**config.mk**
```make
export PLATFORM = sky130hd
export DESIGN_NAME = zint_gen
export DESIGN_NICKNAME = d
export VERILOG_FILES = /design/src/rtl/zxiznet_int_pkg.sv /design/src/rtl/int_sync.sv /design/src/rtl/zint_gen.sv
export SDC_FILE = /design/constraint.sdc
export NUM_CORES = 1
export LEC_CHECK = 0
export ABC_CLOCK_PERIOD_IN_PS = 2100
export CORE_MARGIN = 2
export CORE_UTILIZATION = 51
export DETAILED_ROUTE_END_ITERATION = 7
export GPL_TIMING_DRIVEN = 1
export HOLD_SLACK_MARGIN = 0.1
export PLACE_DENSITY = 0.87
export SYNTH_ARGS = -nofsm -noshare
export SYNTH_HDL_FRONTEND = slang
export SYNTH_HIERARCHICAL = 1
export SYNTH_SLANG_ARGS = --single-unit
```
**constraint.sdc**
```tcl
create_clock -name clk -period 2.1 [get_ports clk]
set_clock_uncertainty 0.15 [all_clocks]
set_input_delay 0.63 -clock clk [delete_from_list [all_inputs] [get_ports clk]]
set_output_delay 0.63 -clock clk [all_outputs]
set_load 0.02 [all_outputs]
```
**src/rtl/zxiznet_int_pkg.sv**
```systemverilog
// rtl/zxiznet_int_pkg.sv - shared types and source indices for the ZX-bus INT path
package zxiznet_int_pkg;

  // Pulse generator states
  typedef enum logic [1:0] {
    IDLE    = 2'd0,
    PULSE   = 2'd1,
    HOLDOFF = 2'd2
  } zint_state_e;

  // Interrupt source bit positions in src_lvl / pending / clr_data
  localparam int SRC_W5300 = 0;
  localparam int SRC_SL811 = 1;
  localparam int NSRC      = 2;

endpackage

```
**src/rtl/int_sync.sv**
```systemverilog
// rtl/int_sync.sv - multi-flop synchroniser for one asynchronous interrupt pin
module int_sync #(
  parameter int   STAGES  = 2,
  parameter logic RST_VAL = 1'b0
) (
  input  logic clk,
  input  logic rst,
  input  logic d_i,
  output logic q_o
);

  logic [STAGES-1:0] chain_q;

  // Shift the pin in; reset holds the chain at the source's inactive level
  always_ff @(posedge clk) begin
    if (rst) begin
      chain_q <= {STAGES{RST_VAL}};
    end else begin
      chain_q <= {chain_q[STAGES-2:0], d_i};
    end
  end

  assign q_o = chain_q[STAGES-1];

endmodule

```
**src/rtl/zint_gen.sv**
```systemverilog
// rtl/zint_gen.sv - interrupt sync, W1C pending, masking and rate-limited INT pulse
module zint_gen
  import zxiznet_int_pkg::*;
#(
  parameter int SYNC_STAGES = 2,
  parameter int PULSE_LEN   = 32,
  parameter int HOLDOFF_LEN = 64,
  parameter int CNT_W       = 8
) (
  input  logic            clk,
  input  logic            rst,
  input  logic            w5300_int_n,
  input  logic            sl811_intrq,
  input  logic            ena_w5300_int,
  input  logic            ena_sl811_int,
  input  logic            ena_zxbus_int,
  input  logic            clr_wr,
  input  logic [NSRC-1:0] clr_data,
  output logic [NSRC-1:0] src_lvl,
  output logic [NSRC-1:0] pending,
  output logic            internal_int,
  output logic            zint_req
);

  // Counter reload values; lengths of 2^CNT_W still fit after the -1
  localparam logic [CNT_W-1:0] PULSE_LOAD   = CNT_W'(PULSE_LEN - 1);
  localparam logic [CNT_W-1:0] HOLDOFF_LOAD = CNT_W'(HOLDOFF_LEN - 1);

  logic            w5300_sync;
  logic            sl811_sync;
  logic [NSRC-1:0] src_d_q;
  logic [NSRC-1:0] rise;
  logic [NSRC-1:0] clr_mask;
  logic [NSRC-1:0] pending_q, pending_d;
  zint_state_e     state_q, state_d;
  logic [CNT_W-1:0] cnt_q, cnt_d;
  logic            zint_req_q, zint_req_d;

  // W5300 is active-low, so its chain idles high and is inverted afterwards
  int_sync #(
    .STAGES  (SYNC_STAGES),
    .RST_VAL (1'b1)
  ) u_sync_w5300 (
    .clk (clk),
    .rst (rst),
    .d_i (w5300_int_n),
    .q_o (w5300_sync)
  );

  int_sync #(
    .STAGES  (SYNC_STAGES),
    .RST_VAL (1'b0)
  ) u_sync_sl811 (
    .clk (clk),
    .rst (rst),
    .d_i (sl811_intrq),
    .q_o (sl811_sync)
  );

  assign src_lvl[SRC_W5300] = ~w5300_sync;
  assign src_lvl[SRC_SL811] = sl811_sync;

  // Only a fresh assertion sets a flag, so clearing a held source sticks
  assign rise      = src_lvl & ~src_d_q;
  assign clr_mask  = clr_wr ? clr_data : '0;
  assign pending_d = (pending_q & ~clr_mask) | rise;

  assign pending      = pending_q;
  assign internal_int = |(pending_q & {ena_sl811_int, ena_w5300_int});
  assign zint_req     = zint_req_q;

  // Edge history and write-1-to-clear pending flags (set wins over clear)
  always_ff @(posedge clk) begin
    if (rst) begin
      src_d_q   <= '0;
      pending_q <= '0;
    end else begin
      src_d_q   <= src_lvl;
      pending_q <= pending_d;
    end
  end

  // Pulse/holdoff sequencing on a single shared down-counter
  always_comb begin
    state_d = state_q;
    cnt_d   = cnt_q;
    case (state_q)
      IDLE: begin
        if (internal_int && ena_zxbus_int) begin
          state_d = PULSE;
          cnt_d   = PULSE_LOAD;
        end
      end
      PULSE: begin
        if ((cnt_q == '0) || !ena_zxbus_int) begin
          state_d = HOLDOFF;
          cnt_d   = HOLDOFF_LOAD;
        end else begin
          cnt_d = cnt_q - CNT_W'(1);
        end
      end
      HOLDOFF: begin
        if (cnt_q == '0) begin
          state_d = IDLE;
        end else begin
          cnt_d = cnt_q - CNT_W'(1);
        end
      end
      default: begin
        state_d = IDLE;
        cnt_d   = '0;
      end
    endcase
    zint_req_d = (state_d == PULSE);
  end

  // FSM state, counter and the registered bus request
  always_ff @(posedge clk) begin
    if (rst) begin
      state_q    <= IDLE;
      cnt_q      <= '0;
      zint_req_q <= 1'b0;
    end else begin
      state_q    <= state_d;
      cnt_q      <= cnt_d;
      zint_req_q <= zint_req_d;
    end
  end

endmodule

```
# ---- Yosys cells after proc, flatten, opt, wreduce, memory -nomap -nowiden
# Index checks and enable logic that the tools add are counted.
dict set report op_classes {
  n_addsub 1
  eq_ne 5
  n_mux 9
  n_bitwise 7
  n_reduce_logical 7
}
# operator n
set ops {}
lappend ops {{$mux W8} 3}
lappend ops {{$pmux W8 S3} 1}
lappend ops {{$logic_not A8 Y1} 1}
lappend ops {{$mux W2} 4}
lappend ops {{$sub A8 B1 Y8 const B} 1}
lappend ops {{$and A2 B2 Y2} 3}
lappend ops {{$pmux W2 S3} 1}
lappend ops {{$eq A2 B1 Y1 const B} 2}
lappend ops {{$ne A2 B2 Y1 const B} 2}
lappend ops {{$not A2 Y2} 2}
lappend ops {{$eq A2 B2 Y1 const B} 1}
lappend ops {{$logic_not A2 Y1} 1}
lappend ops {{$or A2 B2 Y2} 1}
lappend ops {{$reduce_and A2 Y1} 1}
lappend ops {{$reduce_or A2 Y1} 1}
lappend ops {{$logic_and A1 B1 Y1} 1}
lappend ops {{$logic_not A1 Y1} 1}
lappend ops {{$logic_or A1 B1 Y1} 1}
lappend ops {{$not A1 Y1} 1}
dict set report word_totals {
  register_bits 19
  inputBits 10
  out_inout_bits 6
  elab_cells 36
}

# ---- Depth between registers and ports, before layout
# Gate-level depths: netlist (run 1).
dict set report depth {
  depth_word 6
  mapped_depth 6
  ltp_nobuf 6
}

# ---- Cells and area by module
# The synthesis (run 1) kept the hierarchy.
# module instances cells_each area_per_inst_um2 seq_area_each_um2
set by_module_without_submodules {}
lappend by_module_without_submodules {zint_gen 1 109 902.1 300.3}
lappend by_module_without_submodules {int_sync 2 4 52.6 40.0}

# ---- Least setup slack after synthesis (run 1)
# OpenSTA, ideal clock, no wires.
dict set report synth_path {
  path_kind {in2reg}
  start {input port ena_w5300_int}
  end {register cnt_q[1]}
  setup_time_ns 0.133
  arrival_time_ns 1.568
  required_time_ns 1.817
  path_slack_ns 0.249
  stages 4
  n_path_buf 0
  cell_sequence {a22o_1 -> a21oi_2 -> and2_1 -> a211oi_2}
}
dict set report synth_between {
  elab_chain_len 5
}
# item line
set synth_rtl {}
lappend synth_rtl {{start: declaration} zint_gen.sv:14} ;# input logic ena_w5300_int,
lappend synth_rtl {{$and A2 B2 Y2} zint_gen.sv:69} ;# assign internal_int = |(pending_q & {ena_sl811_int, ena_w5300_int});
lappend synth_rtl {{$reduce_or A2 Y1} zint_gen.sv:69}
lappend synth_rtl {{$logic_and A1 B1 Y1} zint_gen.sv:89} ;# if (internal_int && ena_zxbus_int) begin
lappend synth_rtl {{$ne A2 B2 Y1 (no source line)} -}
lappend synth_rtl {{$reduce_and A2 Y1 (no source line)} -}
lappend synth_rtl {{end signal: assignment} zint_gen.sv:125} ;# cnt_q <= cnt_d;
lappend synth_rtl {{end: declaration} zint_gen.sv:36} ;# logic [CNT_W-1:0] cnt_q, cnt_d;
# Every way passes these cells.
# A chain may end at the register's enable or synchronous reset.

# ---- Worst setup path after layout (run 1)
dict set report layout_path {
  start {input port ena_w5300_int}
  end {output port internal_int}
}
dict set report layout_between {
  elab_chain_len 2
}
# item line
set layout_rtl {}
lappend layout_rtl {{$and A2 B2 Y2} zint_gen.sv:69}
lappend layout_rtl {{$reduce_or A2 Y1} zint_gen.sv:69}
lappend layout_rtl {{end: declaration} zint_gen.sv:21} ;# output logic internal_int,
# Every way passes these cells.

==> flow_summary_export.csv, run 1 <==
group,metric,value,unit
timing,final-hold-violation-count,0,
clocking,clk_latency,0.32,ns
grt,grt_max_degree,14,
floorplan,fp.dieArea,2350,um^2
floorplan,die_y,48.4,um
floorplan,core,1900,um^2
finish,syn_to_final_growth,30.1,%
synthesis,syn_nets,129,
critical_path,crit_required,1.32,ns
clocking,root_buffer,"clkbuf_4",
floorplan,io_pins,16,
synthesis,synth_cells,117,
finish,post-route-util,0.689,
critical_path,path_class,"in -> out",
route,firstDrtPassIters,4,
placement,io_buffers,15,
grt,antenna_found_initial,0,
clocking,clockBufferDepth,2,
route,routed_wl,2.59,mm
finish,register_area,380,um^2
synthesis,syn_avg_cell_area,8.61,um^2
finish,final_cells,172,
route,routed_via_density,5.94,
route,ant_nets,0,
clocking,numCtsBuffers,3,
critical_path,cp-end-kind,"output port",
finish,final_cell_mix,"19 x dfxtp_1, 14 x nor2_1, 14 x buf_4",
grt,gr-usage-all-layers,0.224,
finish,final_layout_size_suffix_gt1_frac,0.193,
finish,n_fill_cell,162,
timing,min_period,2.05,ns
timing,slew_violations,0,
job,drv_cap,0,
critical_path,crit_path_start_kind,"primary input",
floorplan,rows,16,
critical_path,cp.arrival,1.27,ns
synthesis,synth_flop_cell,"dfxtp_1",
pwr,p_total,857,uW
finish,multi_input_area,564,um^2
timing,period_share,0.977,
finish,antenna_cells,0,
synthesis,synth-edff-count,0,
timing,relSlewSlack,0.648,
placement,post-place-ws,-0.531,ns
timing,worst_pin_slew,0.524,ns
synthesis,async_flop_share,0,
pwr,power_per_cell_area,654,nW/um^2
floorplan,initial_core_util,0.530,
timing,rsz0062_at_grt,"no",
placement,dp_hpwl,1.85,mm
synthesis,synth_warnings,6,
clocking,htree_num_levels,1,
grt,grt_remaining_overflow,0,
route,routedWlPerCell,15.0,um
finish,finalNetCount,158,
pwr,leakage,0.000602,uW
floorplan,die_w,48.4,um
grt,grt_pass1_vias,983,
route,drtIter0Drc,54,
timing,fmax,0.488,GHz
synthesis,syn_area,1010,um^2
pwr,max-vdd-ir-drop,443,uV
placement,place.gp.congestion,0.931,
route,vias,1021,
critical_path,worst-path-max-fanout,2,
placement,dpl.cell_count,167,
synthesis,synth_cell_types,39,
timing,fin_ws,0.0488,ns
synthesis,synth-seq-cells,19,
timing,final-setup-viol-count,0,
min_path,hp-class,"reg -> reg",
clocking,hold_buffers,0,
finish,final_common_cell,"dfxtp_1",
run_status,outcome,"complete, no violations",
clocking,cts.sinks,19,
synthesis,ys_seq_area_frac,0.378,
clocking,cts_tree,"yes",
clocking,path_clk_slew,0.11,ns
grt,grt_pass1_wl,4.06,mm
route,route.detailed.drc,0,
==> where the power goes <==
part | leakage (uW) | switching, uW | internal (uW)
clock | 0.0000139 | 133 | 72.7
sequential | 0.000155 | 23.0 | 382
combinational | 0.000433 | 131 | 116
==> worst paths after layout <==
check             cells after the start                                  to  slack, ns                               start
hold / removal                        1  u_sync_w5300/chain_q[1]$_SDFF_PP1_       0.28  u_sync_w5300/chain_q[0]$_SDFF_PP1_
hold reg to reg                       1  u_sync_w5300/chain_q[1]$_SDFF_PP1_       0.28  u_sync_w5300/chain_q[0]$_SDFF_PP1_
setup / recovery                      3                        internal_int       0.05                       ena_w5300_int
setup reg to reg                      6               cnt_q[1]$_SDFFE_PP0P_       0.13               cnt_q[0]$_SDFFE_PP0P_
==> per-stage QoR <==
stage | setup TNS [ns] | hold WS, ns | instance area (um^2)
global route | 0 | 0.297 | 1310
global placement | -1.30 | 0.243 | 1260
floorplan | 0 | 0.233 | 1010
finish | 0 | 0.275 | 1310
detailed placement | -1.71 | 0.247 | 1260
CTS | 0 | 0.281 | 1300
==> cell usage after synthesis, types with 2 or more instances <==
cell | count | area [um^2]
a211oi_1 | 4 | 30.0
a211oi_2 | 2 | 25.0
a21oi_1 | 7 | 35.0
a22oi_1 | 3 | 22.5
and2_1 | 3 | 18.8
and3_1 | 2 | 12.5
buf_2 | 2 | 10.0
clkbuf_1 | 2 | 7.51
dfxtp_1 | 19 | 380
ha_1 | 2 | 25.0
inv_1 | 10 | 37.5
mux2i_1 | 2 | 20.0
nand2_1 | 5 | 18.8
nand4_1 | 2 | 12.5
nor2_1 | 14 | 52.6
nor2b_1 | 5 | 31.3
nor3_1 | 2 | 10.0
nor3b_1 | 2 | 15.0
o211a_1 | 2 | 20.0
o211ai_1 | 4 | 30.0
o21ai_0 | 3 | 15.0
o22ai_1 | 2 | 12.5
or2_1 | 2 | 12.5
==> routing by layer <==
| metal | GRT usage | vias up | wire [um] |
|---|---|---|---|
| met1 | 0.219 | 469 | 1000 |
| li1 | - | 484 | - |
| met2 | 0.428 | 56 | 1320 |
| met5 | 0 | - | 0 |
| met3 | 0.0741 | 12 | 172 |
| met4 | 0.0952 | 0 | 93 |
==> worst max-delay path: stages <==
cell           delay, ns
dlygate4sd2_1       0.23
a22o_1              0.26
buf_6               0.15
==> final cells by class <==
class,instances,share of cell area
multi-input combinational,83,0.431
sequential,19,0.290
timing repair buffer,29,0.202
inverter,10,0.0287
tap,27,0.0258
clock buffer,3,0.0172
clock inverter,1,0.00573
==> flip-flops by register name (all words and copies together) (netlist names) <==
signal	cells
pending	2
state_q	2
u_sync_sl811/chain_q	2
zint_req	1
u_sync_w5300/chain_q	2
src_d_q	2
cnt_q	8
==> cell families after synthesis <==
logic type,Yosys count,synth area share
AO/OA/AOI/OAI,38,0.293
adder cells (fa/ha/maj),2,0.0248
buffers and inverters,15,0.0621
flip-flops,19,0.378
multiplexers,2,0.0199
AND/OR/NAND/NOR,41,0.222
==> repair_timing <==
action | in CTS | in global routing
endpoints found under the setup margin | 1 | 4
pin swaps | 1 | 0
resized for setup | 8 | 4
setup buffers | 1 | 0
No activity file was read; power rests on OpenSTA's default activity.
==> run 2: changes to the inputs <==
--- a/config.mk
+++ b/config.mk
@@ -6,8 +6,10 @@
 export NUM_CORES = 1
 export LEC_CHECK = 0
 export ABC_CLOCK_PERIOD_IN_PS = 2100
+export CELL_PAD_IN_SITES_DETAIL_PLACEMENT = 0
+export CELL_PAD_IN_SITES_GLOBAL_PLACEMENT = 1
 export CORE_MARGIN = 2
-export CORE_UTILIZATION = 51
+export CORE_UTILIZATION = 38
 export DETAILED_ROUTE_END_ITERATION = 7
 export GPL_TIMING_DRIVEN = 1
 export HOLD_SLACK_MARGIN = 0.1
==> flow_summary_export.csv, run 2 (synthesis gave the netlist of run 1 again) <==
group,metric,value,unit
run_status,outcome,"complete, no violations",
clocking,cts.sinks,19,
pwr,combPwrFrac,0.285,
finish,final_cells,174,
min_path,hold_end,"u_sync_w5300/chain_q[1]$_SDFF_PP1_",
finish,final_cell_mix,"19 x dfxtp_1, 14 x nor2_1, 13 x buf_4",
critical_path,crit_required,1.32,ns
pwr,intPower,568,uW
min_path,hp-class,"reg -> reg",
clocking,cts_tree,"yes",
critical_path,path_cells,"dlygate4sd2_1 -> a22o_1 -> buf_6",
critical_path,cpPeakStageDelay,0.25,ns
clocking,clk_latency,0.31,ns
timing,rsz0062_at_grt,"no",
pwr,p_switching,278,uW
route,routed_via_density,5.61,
pwr,power_per_cell_area,652,nW/um^2
clocking,path_clk_slew,0.12,ns
placement,io_buffers,15,
critical_path,slowest_stage,"a22o_1",
critical_path,timing.rr.end,"cnt_q[1]$_SDFFE_PP0P_",
finish,final_layout_size_suffix_gt1_frac,0.188,
critical_path,cp.arrival,1.24,ns
route,drtIter0Drc,28,
timing,fmax,0.494,GHz
grt,grt_remaining_overflow,0,
timing,fin_ws,0.0755,ns
grt,grt_pass1_vias,980,
finish,syn_to_final_growth,28.9,%
placement,dpl.cell_count,169,
finish,largest_reg_flops,8,
route,routedWlPerCell,13.3,um
finish,antenna_cells,0,
placement,dp_hpwl,1.71,mm
clocking,htree_num_levels,1,
critical_path,reg2reg_slack,0.16,ns
route,routed_wl,2.31,mm
pwr,switching_share,0.329,
floorplan,die_y,55.5,um
critical_path,worst-path-max-fanout,2,
timing,slew_violations,0,
critical_path,rr_worst_depth,6,
floorplan,die_w,55.5,um
finish,regMostFlops,"cnt_q",
critical_path,reg2reg_from,"cnt_q[1]$_SDFFE_PP0P_",
critical_path,cp-end-kind,"output port",
grt,grt_pass1_wl,4.15,mm
route,route.detailed.drc,0,
min_path,min_from,"u_sync_w5300/chain_q[0]$_SDFF_PP1_",
timing,period_share,0.964,
floorplan,rows,18,
floorplan,initial_core_util,0.403,
pwr,leakage,0.000572,uW
pwr,p_seq_frac,0.477,
critical_path,worst-path-buf-inv,2,
job,drv_cap,0,
pwr,p_total,847,uW
route,ant_nets,0,
critical_path,crit_path_start_kind,"primary input",
timing,final-hold-violation-count,0,
finish,finalNetCount,157,
timing,relSlewSlack,0.680,
critical_path,path_class,"in -> out",
floorplan,io_pins,16,
timing,final-setup-viol-count,0,
critical_path,crit_family,"buffers and inverters",
clocking,root_buffer,"clkbuf_4",
grt,grt_max_degree,13,
pwr,pwr-share-clk,0.238,
timing,worst_pin_slew,0.476,ns
route,vias,976,
pwr,max-vdd-ir-drop,476,uV
placement,post-place-ws,-0.523,ns
clocking,numCtsBuffers,3,
min_path,whs_path_depth,1,
grt,gr-usage-all-layers,0.166,
grt,antenna_found_initial,0,
placement,place.gp.congestion,0.846,
finish,final_common_cell,"dfxtp_1",
route,firstDrtPassIters,4,
floorplan,fp.dieArea,3080,um^2
clocking,clockBufferDepth,2,
timing,min_period,2.02,ns
clocking,hold_buffers,0,
floorplan,core,2500,um^2
run 2: changes by cell type in the layout (fill, tap and decap cells not counted):
| cell | previous run | this run |
|---|---|---|
| buf_4 | 14 | 13 |
| dlygate4sd2_1 | 2 | 4 |
| dlymetal6s2s_1 | 4 | 2 |
run 2: how the worst max path moves through the flow:
stage | from | endpoint | slack, ns | cells after the start
4_1_cts | u_sync_w5300/chain_q[1]$_SDFF_PP1_ | src_lvl[0] | 0.002 | 2
5_1_grt | zint_req$_SDFF_PP0_ | zint_req | 0.03 | 1
6_report | ena_w5300_int | internal_int | 0.08 | 3
3_5_place_dp | ena_w5300_int | internal_int | -0.52 | 3
3_3_place_gp | ena_w5300_int | internal_int | -0.51 | 3
2_1_floorplan | ena_w5300_int | cnt_q[1]$_SDFFE_PP0P_ | 0.25 | 4
run 2: per-stage QoR:
step / util / hold WS, ns / cell area [um^2] / setup TNS, ns
floorplan: - / 0.233 / 1010 / 0
global placement: 0.504 / 0.243 / 1260 / -1.49
detailed placement: 0.504 / 0.244 / 1260 / -1.81
CTS: 0.518 / 0.280 / 1290 / 0
global route: 0.520 / 0.311 / 1300 / 0
finish: 0.520 / 0.276 / 1300 / 0
run 2: cell type report:
type | instances | area (um^2)
Clock buffer | 3 | 22.5
Sequential cell | 19 | 380
Tap cell | 30 | 37.5
Timing Repair Buffer | 28 | 249
Inverter | 10 | 37.5
Fill cell | 235 | 1200
Clock inverter | 1 | 7.51
Multi-Input combinational cell | 83 | 564
run 2: worst register-to-register path: cells and delay by family (launching register included):
kind                       cells  cell delay [ns]
AOI/OAI and AO/OA              2             0.34
adders and majority gates      1             0.17
and+or+nand+nor                2             0.77
DFF                            1             0.34
buffers and inverters          1             0.07
run 2: repair_timing:
action / 4_1_cts / 5_1_grt
gates cloned: 0 / 0
pin swaps: 1 / 0
endpoints found under the setup margin: 3 / 2
resized for setup: 10 / 2
buffers inserted: 1 / 0
run 2: routing by layer:
metal | share of wire | global-route usage | wire (um)
met4 | 0.0074 | 0.0488 | 17
met5 | 0 | 0 | 0
met1 | 0.44 | 0.193 | 1020
met2 | 0.49 | 0.293 | 1130
met3 | 0.062 | 0.0492 | 142
run 2: power by group through the flow:
stage          Combinational, uW  Sequential [uW]  Clock [uW]
4_1_cts                      240              403         210
2_1_floorplan                164              405           0
5_1_grt                      270              408         224
3_3_place_gp                 236              410           0
3_5_place_dp                 238              411           0
6_report                     241              404         202
